$ cat src/rtl/mdio_responder.sv
// MDIO (clause 22) management responder: oversamples mdc on clk and serves
// read/write frames addressed to PHY_ADDR through a simple register strobe port.
module mdio_responder #(
  parameter logic [4:0] PHY_ADDR     = 5'd1,
  parameter int         PREAMBLE_MIN = 32
) (
  input  logic        clk,
  input  logic        rst,
  input  logic        mdc,
  input  logic        mdio_i,
  output logic        mdio_o,
  output logic        mdio_oe,
  output logic [4:0]  reg_addr,
  output logic        reg_re,
  input  logic [15:0] reg_rdata,
  output logic        reg_we,
  output logic [15:0] reg_wdata,
  output logic        busy,
  output logic        frame_err
);

  // state     | meaning
  // S_IDLE    | counting preamble ones, waiting for ST first bit (0)
  // S_ST      | expecting ST second bit (1)
  // S_OP      | two opcode bits
  // S_PHYAD   | five PHY address bits
  // S_REGAD   | five register address bits
  // S_TA      | turnaround: read releases then drives 0, write checks 10
  // S_RD_DATA | driving 16 data bits, then releasing the line
  // S_WR_DATA | sampling 16 data bits
  // S_SKIP    | frame for another PHY, ignoring TA + data
  localparam logic [3:0] S_IDLE    = 4'd0;
  localparam logic [3:0] S_ST      = 4'd1;
  localparam logic [3:0] S_OP      = 4'd2;
  localparam logic [3:0] S_PHYAD   = 4'd3;
  localparam logic [3:0] S_REGAD   = 4'd4;
  localparam logic [3:0] S_TA      = 4'd5;
  localparam logic [3:0] S_RD_DATA = 4'd6;
  localparam logic [3:0] S_WR_DATA = 4'd7;
  localparam logic [3:0] S_SKIP    = 4'd8;

  localparam int             PW      = $clog2(PREAMBLE_MIN + 1);
  localparam logic [PW-1:0]  PRE_MAX = PW'(PREAMBLE_MIN);

  logic          mdc_s1, mdc_s2, mdc_d;
  logic          mdio_s1, mdio_s2;
  logic          rise;
  logic          bit_in;
  logic [3:0]    state;
  logic [PW-1:0] pre_cnt;
  logic [4:0]    bit_cnt;
  logic          op_b0;
  logic          is_read;
  logic [4:0]    phy_sh;
  logic [3:0]    reg_sh;
  logic [15:0]   sh;
  logic          rd_cap;

  always_ff @(posedge clk) begin
    if (rst) begin
      mdc_s1  <= 1'b0;
      mdc_s2  <= 1'b0;
      mdc_d   <= 1'b0;
      mdio_s1 <= 1'b0;
      mdio_s2 <= 1'b0;
    end else begin
      mdc_s1  <= mdc;
      mdc_s2  <= mdc_s1;
      mdc_d   <= mdc_s2;
      mdio_s1 <= mdio_i;
      mdio_s2 <= mdio_s1;
    end
  end

  assign rise   = mdc_s2 & ~mdc_d;
  assign bit_in = mdio_s2;

  always_ff @(posedge clk) begin
    if (rst) begin
      state     <= S_IDLE;
      pre_cnt   <= '0;
      bit_cnt   <= '0;
      op_b0     <= 1'b0;
      is_read   <= 1'b0;
      phy_sh    <= '0;
      reg_sh    <= '0;
      sh        <= '0;
      rd_cap    <= 1'b0;
      mdio_o    <= 1'b0;
      mdio_oe   <= 1'b0;
      reg_addr  <= '0;
      reg_re    <= 1'b0;
      reg_we    <= 1'b0;
      reg_wdata <= '0;
      busy      <= 1'b0;
      frame_err <= 1'b0;
    end else begin
      reg_re    <= 1'b0;
      reg_we    <= 1'b0;
      frame_err <= 1'b0;
      // register file presents read data one clk after the strobe
      rd_cap    <= reg_re;
      if (rd_cap) sh <= reg_rdata;
      if (state != S_IDLE) pre_cnt <= '0;

      if (rise) begin
        case (state)
          S_IDLE: begin
            if (bit_in) begin
              if (pre_cnt != PRE_MAX) pre_cnt <= pre_cnt + 1'b1;
            end else begin
              pre_cnt <= '0;
              if (pre_cnt == PRE_MAX) state <= S_ST;
            end
          end

          S_ST: begin
            if (bit_in) begin
              state   <= S_OP;
              busy    <= 1'b1;
              bit_cnt <= 5'd1;
            end else begin
              frame_err <= 1'b1;
              state     <= S_IDLE;
            end
          end

          S_OP: begin
            op_b0 <= bit_in;
            if (bit_cnt == 5'd0) begin
              case ({op_b0, bit_in})
                2'b10: begin
                  is_read <= 1'b1;
                  state   <= S_PHYAD;
                  bit_cnt <= 5'd4;
                end
                2'b01: begin
                  is_read <= 1'b0;
                  state   <= S_PHYAD;
                  bit_cnt <= 5'd4;
                end
                default: begin
                  frame_err <= 1'b1;
                  busy      <= 1'b0;
                  state     <= S_IDLE;
                end
              endcase
            end else begin
              bit_cnt <= bit_cnt - 5'd1;
            end
          end

          S_PHYAD: begin
            phy_sh <= {phy_sh[3:0], bit_in};
            if (bit_cnt == 5'd0) begin
              state   <= S_REGAD;
              bit_cnt <= 5'd4;
            end else begin
              bit_cnt <= bit_cnt - 5'd1;
            end
          end

          S_REGAD: begin
            reg_sh <= {reg_sh[2:0], bit_in};
            if (bit_cnt == 5'd0) begin
              if (phy_sh == PHY_ADDR) begin
                reg_addr <= {reg_sh, bit_in};
                reg_re   <= is_read;
                state    <= S_TA;
                bit_cnt  <= 5'd1;
              end else begin
                // TA plus 16 data bits belong to someone else
                state   <= S_SKIP;
                bit_cnt <= 5'd17;
              end
            end else begin
              bit_cnt <= bit_cnt - 5'd1;
            end
          end

          S_TA: begin
            if (is_read) begin
              if (bit_cnt == 5'd0) begin
                mdio_oe <= 1'b1;
                mdio_o  <= 1'b0;
                state   <= S_RD_DATA;
                bit_cnt <= 5'd16;
              end else begin
                bit_cnt <= 5'd0;
              end
            end else if ((bit_cnt != 5'd0) ? !bit_in : bit_in) begin
              frame_err <= 1'b1;
              busy      <= 1'b0;
              state     <= S_IDLE;
            end else if (bit_cnt != 5'd0) begin
              bit_cnt <= 5'd0;
            end else begin
              state   <= S_WR_DATA;
              bit_cnt <= 5'd15;
            end
          end

          S_RD_DATA: begin
            if (bit_cnt == 5'd0) begin
              mdio_oe <= 1'b0;
              mdio_o  <= 1'b0;
              busy    <= 1'b0;
              state   <= S_IDLE;
            end else begin
              mdio_o  <= sh[15];
              sh      <= {sh[14:0], 1'b0};
              bit_cnt <= bit_cnt - 5'd1;
            end
          end

          S_WR_DATA: begin
            sh <= {sh[14:0], bit_in};
            if (bit_cnt == 5'd0) begin
              reg_wdata <= {sh[14:0], bit_in};
              reg_we    <= 1'b1;
              busy      <= 1'b0;
              state     <= S_IDLE;
            end else begin
              bit_cnt <= bit_cnt - 5'd1;
            end
          end

          S_SKIP: begin
            if (bit_cnt == 5'd0) begin
              busy  <= 1'b0;
              state <= S_IDLE;
            end else begin
              bit_cnt <= bit_cnt - 5'd1;
            end
          end

          default: begin
            mdio_oe <= 1'b0;
            busy    <= 1'b0;
            state   <= S_IDLE;
          end
        endcase
      end
    end
  end

endmodule

$ cat config.mk
export PLATFORM = sky130hd
export DESIGN_NAME = mdio_responder
export DESIGN_NICKNAME = d
export VERILOG_FILES = /design/src/rtl/mdio_responder.sv
export SDC_FILE = /design/constraint.sdc
export NUM_CORES = 1
export LEC_CHECK = 0
export CORE_UTILIZATION = 30
export DETAILED_ROUTE_END_ITERATION = 10
export GPL_TIMING_DRIVEN = 1
export PLACE_DENSITY = 0.61
export SLEW_MARGIN = 30
export SYNTH_ARGS = -nofsm -noshare
export SYNTH_HDL_FRONTEND = slang
export SYNTH_SLANG_ARGS = --single-unit
$ cat constraint.sdc
create_clock -name clk -period 6.07 [get_ports clk]
set_input_delay 1.214 -clock clk [delete_from_list [all_inputs] [get_ports clk]]
set_output_delay 1.214 -clock clk [all_outputs]
set_load 0.05 [all_outputs]
# After elaboration in Yosys (flattened, before gate mapping)
# Index checks and enable logic that the tools add are counted.
[op_classes] n_eq_ne=31 muxes=57 bitwise_logic=9 addsub=2 n_reduce_logical=26
[op_table] cell="5-bit two-way mux" n=10
[op_table] cell="16-bit two-way mux" n=3
[op_table] cell="4-bit two-way mux" n=12
[op_table] cell="16-bit case mux with 2 select lines" n=1
[op_table] cell="6-bit two-way mux" n=5
[op_table] cell="5-bit case mux with 6 select lines" n=1
[op_table] cell="4-bit case mux with 7 select lines" n=1
[op_table] cell="2-bit inequality test, second input constant" n=13
[op_table] cell="1-bit two-way mux" n=17
[op_table] cell="4-bit by 3-bit == test with 1-bit output, second input constant" n=4
[op_table] cell="4-bit AND reduction" n=3
[op_table] cell="3-bit inequality test, second input constant" n=3
[op_table] cell="9-bit AND reduction" n=1
[op_table] cell="3-bit OR reduction" n=3
[op_table] cell="4-bit by 2-bit == test with 1-bit output, second input constant" n=2
[op_table] cell="1-bit inverter" n=8
[op_table] cell="8-bit AND reduction" n=1
[op_table] cell="7-bit OR reduction" n=1
[op_table] cell="6-bit by 1-bit adder with 6-bit output, second input constant" n=1
[op_table] cell="6-bit == test, second input constant" n=1
[op_table] cell="6-bit inequality test, second input constant" n=1
[op_table] cell="1-bit case mux with 3 select lines" n=2
[op_table] cell="2-bit AND reduction" n=3
[op_table] cell="6-bit AND reduction" n=1
[op_table] cell="23 further kinds" n=27
[word_totals] input_bits=20 ff_bits=75 wordCells=147 output_inout_bits=27

# Longest topological paths before layout
# Gate-level depths: netlist (run 1).
[depth] word_depth=6 depth_mapped=9 mapped_depth_nobuf=7

# Least setup slack after synthesis (run 1)
# OpenSTA, ideal clock, no wires.
[synth_path] kind="register -> register" startpoint="register bit_cnt[0]" endpoint="register bit_cnt[3]" required_ps=5953 synth_period_minus_slack_ps=1974 path_slack_ps=4096 setup_ps=117 stages_incl_launch_ff=9 t_arrival_ps=1857 cell_sequence="dfxtp_1 -> inv_1 -> ha_1 -> or4b_4 -> buf_6 -> a21oi_2 -> nand2_1 -> a31o_1 -> a32o_1"
[synth_via] elab_chain_cells=5 elab_cells_between_ends=16 cone_classes="add/sub: 1; eq/ne: 3; mux: 9; reduce/logical: 3"
[synth_rtl] element="start: declaration" line="51" source="logic [4:0] bit_cnt;"
[synth_rtl] element="start signal: assignment" line="149" source="bit_cnt <= bit_cnt - 5'd1;"
[synth_rtl] element="start signal: assignment" line="159" source="bit_cnt <= bit_cnt - 5'd1;"
[synth_rtl] element="start signal: assignment" line="177" source="bit_cnt <= bit_cnt - 5'd1;"
[synth_rtl] element="branches (longest 5 deep; another with 5-bit by 1-bit subtractor with 5-bit output)"
# Several ways; the timed one is not identified. The select of a mux whose other input is x is not followed.
# A chain may end at the register's enable or synchronous reset.

# Final worst setup path (run 1)
[layout_path] startpoint="register mdio_o" endpoint="output port mdio_o"
[layout_lines] element="start: declaration" line="11" source="output logic mdio_o,"
[layout_lines] element="start signal: assignment" line="210" source="mdio_o <= sh[15];"
# No word-level cell between the ends.

==> results of run 1 <==
cell usage after synthesis, types with 5 or more instances:
| library cell | number |
|---|---|
| nor2_1 | 47 |
| dfxtp_1 | 75 |
| mux2i_1 | 25 |
| nand3_1 | 9 |
| nor3_1 | 10 |
| o21ai_0 | 12 |
| nand2_1 | 49 |
| a211oi_1 | 19 |
| nor2b_1 | 12 |
| a21oi_1 | 39 |
| or3_1 | 5 |
| buf_2 | 12 |
| inv_1 | 11 |
| a31oi_1 | 5 |
| clkbuf_1 | 14 |
| nand2b_1 | 7 |
| a22o_1 | 5 |
power groups by stage:
stage          sequential [mW]  combinational (mW)  clock, mW
6_report                 0.496              0.0312      0.583
3_5_place_dp             0.507              0.0314          0
2_1_floorplan            0.506              0.0147          0
4_1_cts                  0.496              0.0318      0.592
5_1_grt                  0.496              0.0339      0.615
3_3_place_gp             0.507              0.0311          0
cells by family after synthesis:
family,synth area share
multiplexers,0.0728
adder cells (fa/ha/maj),0.0139
AO/OA/AOI/OAI,0.199
flip-flops,0.418
AND/OR/NAND/NOR,0.235
XOR/XNOR,0.00732
buffers and inverters,0.0544
sequential cells by signal, summed over array words and instances (netlist names), 4 cells and up:
signal	cells
bit_cnt	5
phy_sh	5
pre_cnt	6
reg_addr	5
reg_sh	4
reg_wdata	16
sh	16
state	4
layout make-up:
cell class / instances / area, µm² / share of cell area
Multi-Input combinational cell: 304 / 1910 / 0.431
Sequential cell: 75 / 1500 / 0.339
Timing Repair Buffer: 48 / 470 / 0.106
Clock buffer: 10 / 239 / 0.0540
Tap cell: 143 / 179 / 0.0404
Clock inverter: 6 / 88.8 / 0.0201
Inverter: 11 / 41.3 / 0.00932
metal layers:
metal | vias up | track usage
met5 | - | 0
met4 | 0 | 0.0559
met3 | 10 | 0.0386
met2 | 93 | 0.209
met1 | 1449 | 0.210
li1 | 1568 | -
worst max-delay path by stage:
stage	startpoint	end
2_1_floorplan	bit_cnt[0]	bit_cnt[3]
3_3_place_gp	bit_cnt[0]	reg_wdata[12]
3_5_place_dp	bit_cnt[0]	reg_wdata[8]
4_1_cts	mdio_o	mdio_o
5_1_grt	bit_cnt[0]	reg_wdata[4]
6_report	mdio_o	mdio_o
through the flow:
step / total power [mW] / instance area, µm²
2_1_floorplan: 0.520 / 3590
4_1_cts: 1.12 / 4430
6_report: 1.11 / 4430
3_5_place_dp: 0.538 / 4100
3_3_place_gp: 0.538 / 4090
5_1_grt: 1.15 / 4430
layout by cell type, fill, tap and decap left out, types with 7 or more instances in the layout:
master | synthesis | final
nand3_1 | 9 | 9
nor2_1 | 47 | 47
nand2_1 | 49 | 49
a21oi_1 | 39 | 39
o21ai_0 | 12 | 12
inv_1 | 11 | 11
clkbuf_16 | 0 | 9
nor2b_1 | 12 | 12
clkdlybuf4s50_1 | 0 | 45
dfxtp_1 | 75 | 75
mux2i_1 | 25 | 25
nand2b_1 | 7 | 7
a211oi_1 | 19 | 19
nor3_1 | 10 | 10
==> reports/qor.csv, run 1 <==
metric;value;unit
outcome;finished, violations left;
violated checks;DRC;
CP bufs+invs;1;
final hold violation count;0;
Setup Buffers After CTS;0;
reported max-cap violation count;0;
Fillers;1160;
DRT Wirelength;8730;µm
Max IR drop VDD;0.143;mV
largest net degree at the start of global routing;69;
routability cong.;0.798;
mapped cell area;3590;µm²
Worst-Skew Late Latency;340;ps
# DRC;4;
H-tree lvl count;3;
max-slew violation count;0;
CTS tree;built;
CP Capture Type;output pin;
Synth Warn #;0;
synth unique cells;62;
routed wire length on met3;481;µm
Max FO, Critical Path;3;
number of global-route vias before repair;2880;
Resized Gates After CTS;0;
Via Count;3120;
Tot GR Track Use;0.147;
startpoint class of the critical path;flop;
Logic pwr share;0.028;
CP arrival;1540;ps
CP required;4860;ps
port bufs;46;
die height;111;µm
total gr overflow;0;
WL/cell;14.6;µm
Synth area leaders;dfxtp_1 42%, mux2i_1 7.0%, a21oi_1 5.4%;
Worst Hold End;reg_wdata[9];
Post-Layout Cell Count;597;
share of cells above drive strength 1;0.0705;
WS Path Type;reg -> out;
post-place setup slack;3400;ps
Synth Register Bits;75;
Final period util;0.453;
Yosys top cell area share;0.418;
Sw Pwr;231;µW
IO Count;47;
CP delay by family, top;buffers and inverters;
WHS Path Cells;2;
Final Critical Period;2750;ps
Reg-to-Reg End;reg_wdata[8];
final worst slack;3320;ps
crit-path cells;clkdlybuf4s50_1;
Main synth FF type;dfxtp_1;
core area;11600;µm²
first-pass GRT wire length;14700;µm
Sequential Power Share;0.447;
WP depth;1;
# hold bufs at CTS;0;
crit-path max cell delay;840;ps
initial DRC count;352;
Int Power;880;µW
Post-DP HPWL;5720;µm
area grow syn2layout;23.3;%
Worst-path clk slew;60;ps
vias per inst;5.23;
Synthesized Nets;445;
P per Cell Area;251;nW/µm²
Rel. slew slack;0.367;
DRT met1 WL;4260;µm
Total Nets Final;473;
wire length on met2;3870;µm
r2r setup slk;3370;ps
Fin Hold WS;455;ps
Synth area leader;dfxtp_1;
Max Freq;363;MHz
top sig layer;met4;
Worst path slowest cell;clkdlybuf4s50_1;
CTS sink cnt;75;
launch point of the worst reg-to-reg path;bit_cnt[0];
Initial Util;0.311;
Gate Count Post-Synth;421;
Die W;111;µm
Final Skew;5.63;ps
CTS Buffer Depth;2;
sequential element share of the synthesized area;0.418;
diode count;0;
Placed Cells;581;
RSZ-0062 raised after global routing;no;
hold_sp;reg_wdata[9];
# rows;39;
DRT antenna net count;0;
Post-synth EDFFs;0;
DRT Pass-1 Iters;8;
worst r2r path cells;7;
Setup violations, final;0;
CTS Buf Count;9;
sw frac;0.208;
initial antenna violation count;0;
Min-Delay Path Class;reg -> reg;
clock network power share;0.525;
Final Util;0.383;
die area;12400;µm²
mean post-synth cell area;8.53;µm²
P_leak;1.49;nW
ys async rst share;0;
Setup TNS Final;0;ps
clk root buf;clkbuf_16;
worst slew pin tran;949;ps
No activity file was read; power rests on OpenSTA's default activity.
==> inputs of run 2 (changes only) <==
--- a/config.mk
+++ b/config.mk
@@ -8,7 +8,7 @@
 export CORE_UTILIZATION = 30
 export DETAILED_ROUTE_END_ITERATION = 10
 export GPL_TIMING_DRIVEN = 1
-export PLACE_DENSITY = 0.61
+export PLACE_DENSITY = 0.62
 export SLEW_MARGIN = 30
 export SYNTH_ARGS = -nofsm -noshare
 export SYNTH_HDL_FRONTEND = slang
==> constraint.sdc (replaced) <==
create_clock -name clk -period 2.4 [get_ports clk]
set_input_delay 0.48 -clock clk [delete_from_list [all_inputs] [get_ports clk]]
set_output_delay 0.48 -clock clk [all_outputs]
set_load 0.05 [all_outputs]
==> reports/qor.csv, run 2 (synthesis gave the netlist of run 1 again) <==
metric;value;unit
outcome;finished, violations left;
violated checks;DRC;
die area;12400;µm²
vias per inst;5.20;
CP bufs+invs;0;
# rows;39;
crit-path max cell delay;800;ps
Sw Pwr;585;µW
Final Critical Period;2240;ps
CP Capture Type;flop;
Final period util;0.935;
reported max-cap violation count;0;
Setup violations, final;0;
Post-Layout Cell Count;612;
initial antenna violation count;0;
post-place setup slack;174;ps
Logic pwr share;0.032;
most common cell after layout, fill and taps aside;dfxtp_1;
Initial Util;0.311;
routability cong.;0.817;
IO Count;47;
worst r2r path cells;5;
Setup TNS Final;0;ps
Max Freq;445;MHz
biggest regs;reg_wdata x16, sh x16, pre_cnt x6;
Reg-to-Reg End;bit_cnt[0];
first-pass GRT wire length;14600;µm
share of cells above drive strength 1;0.104;
Worst-Skew Late Latency;330;ps
crit-path most repeated cell;a21oi_1;
CP delay by family, top;compound AO/OA/AOI/OAI gates;
CTS Buf Count;9;
Final Skew;6.51;ps
port bufs;46;
max-slew violation count;0;
CTS sink cnt;75;
Placed Cells;594;
CP required;2630;ps
WL/cell;14.9;µm
# DRC;9;
Worst-path clk slew;60;ps
H-tree lvl count;3;
area grow syn2layout;26.0;%
most frequent cells in the layout;74 x dfxtp_1, 49 x nand2_1, 47 x nor2_1;
Post-DP HPWL;6290;µm
Min-Delay Path Class;reg -> reg;
CP arrival;2480;ps
WS Path Type;reg -> reg;
P per Cell Area;593;nW/µm²
Int Power;2.10;mW
die height;111;µm
worst slew pin tran;745;ps
final hold violation count;0;
initial DRC count;263;
DRT Pass-1 Iters;8;
RSZ-0062 raised after global routing;no;
Max FO, Critical Path;22;
largest net degree at the start of global routing;33;
DRT Wirelength;9120;µm
Die W;111;µm
Via Count;3180;
sw frac;0.218;
startpoint class of the critical path;flop;
core area;11600;µm²
CTS tree;built;
launch point of the worst reg-to-reg path;state[1];
P_leak;1.55;nW
clock network power share;0.502;
CTS Buffer Depth;2;
WP depth;5;
Max IR drop VDD;0.403;mV
diode count;0;
r2r setup slk;160;ps
# hold bufs at CTS;0;
Setup crit start;state[1];
number of global-route vias before repair;2924;
crit-path cells;nor3_1 > a311o_1 > a21oi_1 > a21oi_1 > a311oi_1;
Tot GR Track Use;0.147;
Total Nets Final;488;
clk root buf;clkbuf_16;
total gr overflow;0;
Sequential Power Share;0.467;
Rel. slew slack;0.503;
DRT antenna net count;0;
Worst path slowest cell;dfxtp_1;
final worst slack;155;ps
Worst Setup EP;bit_cnt[0];
WHS Path Cells;2;
run 2: layout make-up:
type,count,area (µm²)
fillers,1124,7040
multi-input cells,304,1900
flip-flops and latches,75,1500
repair buffers,63,599
clock buffers,9,225
well taps,143,179
clock inverters,7,76.3
inverters,11,41.3
run 2: metrics by stage:
| stage | hold slack (ps) | instance area (µm²) | util | power [mW] |
|---|---|---|---|---|
| 2_1_floorplan | 414 | 3590 | - | 1.32 |
| 3_3_place_gp | 434 | 4200 | 0.363 | 1.36 |
| 3_5_place_dp | 439 | 4200 | 0.363 | 1.36 |
| 4_1_cts | 457 | 4500 | 0.389 | 2.72 |
| 5_1_grt | 474 | 4520 | 0.391 | 2.77 |
| 6_report | 452 | 4520 | 0.391 | 2.68 |
run 2: worst min path at each step:
stage	from	to	slack, ps
after detailed placement	mdio_s1	bit_in	440
after floorplan	mdio_s1	bit_in	410
after CTS	reg_wdata[2]	reg_wdata[2]	460
after global routing	reg_wdata[9]	reg_wdata[9]	470
final	reg_wdata[2]	reg_wdata[2]	450
after global placement	mdio_s1	bit_in	430
run 2: power by group through the flow:
stage | sequential, mW | clock, mW | combinational, mW
floorplan | 1.28 | 0 | 0.0371
global placement | 1.28 | 0 | 0.0854
detailed placement | 1.28 | 0 | 0.0855
CTS | 1.25 | 1.39 | 0.0859
global route | 1.25 | 1.43 | 0.0918
finish | 1.25 | 1.35 | 0.0852
run 2: repair_timing:
action	in CTS	in global routing
resized for setup	0	3
setup buffers	0	2
endpoints found under the setup margin	0	15
run 2: routing by layer:
layer	share of wire	GRT usage	routed length (µm)	vias to the layer above
li1	-	-	-	1586
met1	0.50	0.201	4600	1495
met2	0.44	0.225	3980	87
met3	0.046	0.0338	417	12
met4	0.014	0.0523	125	0
met5	0	0	0	-
run 2: worst register-to-register path, delay by kind of cell, from the launching register on:
family	cells	cell delay (ps)
AND/OR/NAND/NOR	1	130
AO/OA/AOI/OAI	4	1210
flip-flops	1	800
==> inputs of run 3 (changes only) <==
--- a/config.mk
+++ b/config.mk
@@ -5,10 +5,10 @@
 export SDC_FILE = /design/constraint.sdc
 export NUM_CORES = 1
 export LEC_CHECK = 0
-export CORE_UTILIZATION = 30
+export CORE_UTILIZATION = 35
 export DETAILED_ROUTE_END_ITERATION = 10
 export GPL_TIMING_DRIVEN = 1
-export PLACE_DENSITY = 0.62
+export PLACE_DENSITY = 0.69
 export SLEW_MARGIN = 30
 export SYNTH_ARGS = -nofsm -noshare
 export SYNTH_HDL_FRONTEND = slang
==> constraint.sdc (replaced) <==
create_clock -name clk -period 1.9 [get_ports clk]
set_input_delay 0.38 -clock clk [delete_from_list [all_inputs] [get_ports clk]]
set_output_delay 0.38 -clock clk [all_outputs]
set_load 0.05 [all_outputs]
==> reports/qor.csv, run 3 (synthesis gave the netlist of run 1 again) <==
metric;value;unit
Post-Layout Inst Area;4930;µm²
CP arrival;2130;ps
CTS Buffer Depth;2;
CTS sink cnt;75;
Max IR drop VDD;0.408;mV
sw frac;0.238;
most common cell after layout, fill and taps aside;dfxtp_1;
CP Capture Type;flop;
reported max-cap violation count;0;
Sw Pwr;716;µW
wire length on met2;4580;µm
Initial Util;0.364;
outcome;completed;
largest net degree at the start of global routing;49;
number of global-route vias before repair;3031;
die area;10700;µm²
Setup TNS Final;0;ps
Max Freq;527;MHz
Max FO, Critical Path;7;
Min-Delay Path Class;reg -> reg;
area grow syn2layout;37.3;%
# rows;36;
Rel. slew slack;0.633;
Tot GR Track Use;0.185;
Final Critical Period;1900;ps
P per Cell Area;609;nW/µm²
die height;103;µm
total gr overflow;0;
Final Skew;10.6;ps
WL/cell;15.3;µm
CP required;2130;ps
initial DRC count;241;
RSZ-0062 raised after global routing;yes;
first-pass GRT wire length;15100;µm
IO Count;47;
P_leak;2.06;nW
biggest regs;reg_wdata x16, sh x16, pre_cnt x6;
Post-DP HPWL;6740;µm
Int Power;2.29;mW
H-tree lvl count;3;
clock network power share;0.434;
Die W;103;µm
Setup violations, final;0;
worst slew pin tran;551;ps
Worst-Skew Late Latency;350;ps
Placed Instance Area;4480;µm²
Total Nets Final;530;
Final period util;0.998;
vias per inst;5.18;
final hold violation count;0;
CTS Buf Count;9;
core area;9860;µm²
clk root buf;clkbuf_8;
# hold bufs at CTS;0;
DRT Wirelength;9850;µm
CTS tree;built;
Logic pwr share;0.040;
routability cong.;0.871;
share of cells above drive strength 1;0.245;
Via Count;3335;
max-slew violation count;0;
Worst-path clk slew;90;ps
# DRC;0;
DRT Pass-1 Iters;5;
port bufs;46;
initial antenna violation count;0;
top sig layer;met4;
WS Path Type;reg -> reg;
diode count;0;
startpoint class of the critical path;flop;
DRT met1 WL;4780;µm
Sequential Power Share;0.526;
DRT antenna net count;0;
routed wire length on met3;392;µm
most frequent cells in the layout;70 x dfxtp_1, 63 x buf_4, 47 x nand2_1;
==> run 3: layout make-up <==
cell class | instances | area, µm²
fillers | 907 | 4930
multi-input cells | 305 | 2070
flip-flops and latches | 75 | 1510
repair buffers | 104 | 935
well taps | 133 | 166
clock buffers | 10 | 138
clock inverters | 6 | 72.6
inverters | 11 | 41.3
==> run 3: worst paths after layout <==
| check | endpoint | cells past startpoint | start | slack [ps] |
|---|---|---|---|---|
| max reg2reg | bit_cnt[0] | 8 | bit_cnt[0] | 3 |
| min | bit_in | 1 | mdio_s1 | 450 |
| max | bit_cnt[0] | 8 | bit_cnt[0] | 3 |
| min reg2reg | bit_in | 1 | mdio_s1 | 450 |
==> run 3: routing by layer <==
| layer | vias up | global-route usage |
|---|---|---|
| met1 | 1590 | 0.264 |
| met4 | 0 | 0.0639 |
| met3 | 8 | 0.0410 |
| li1 | 1672 | - |
| met2 | 65 | 0.273 |
| met5 | - | 0 |
==> run 3: metrics by stage <==
stage	utilization	setup slack, ps	cells	total power, mW	hold slack (ps)
3_3_place_gp	0.454	-89.0	624	1.73	440
4_1_cts	0.478	2.06	641	3.02	458
6_report	0.500	3.07	644	3.00	450
3_5_place_dp	0.454	-15.1	624	1.73	435
5_1_grt	0.500	-86.8	644	3.09	474
2_1_floorplan	-	10.7	421	1.66	414
==> run 3: repair_timing <==
item                                    CTS  global route
pin swaps                                 3            13
gates cloned                              1             1
setup buffers                             0             3
resized for setup                        10            42
endpoints found under the setup margin    7            54
==> run 3: power by group through the flow <==
stage               clock, mW  sequential [mW]  combinational, mW
global route             1.38             1.58              0.130
finish                   1.30             1.58              0.121
floorplan                   0             1.62             0.0468
global placement            0             1.62              0.116
detailed placement          0             1.62              0.115
CTS                      1.33             1.58              0.116
==> run 3: critical path, stage by stage, from the launching register on <==
cell	delay (ps)
dfxtp_2	340
inv_2	70
ha_4	150
nor4b_4	230
buf_6	180
o31ai_4	60
a22oi_2	390
and2_4	260
a311oi_2	100
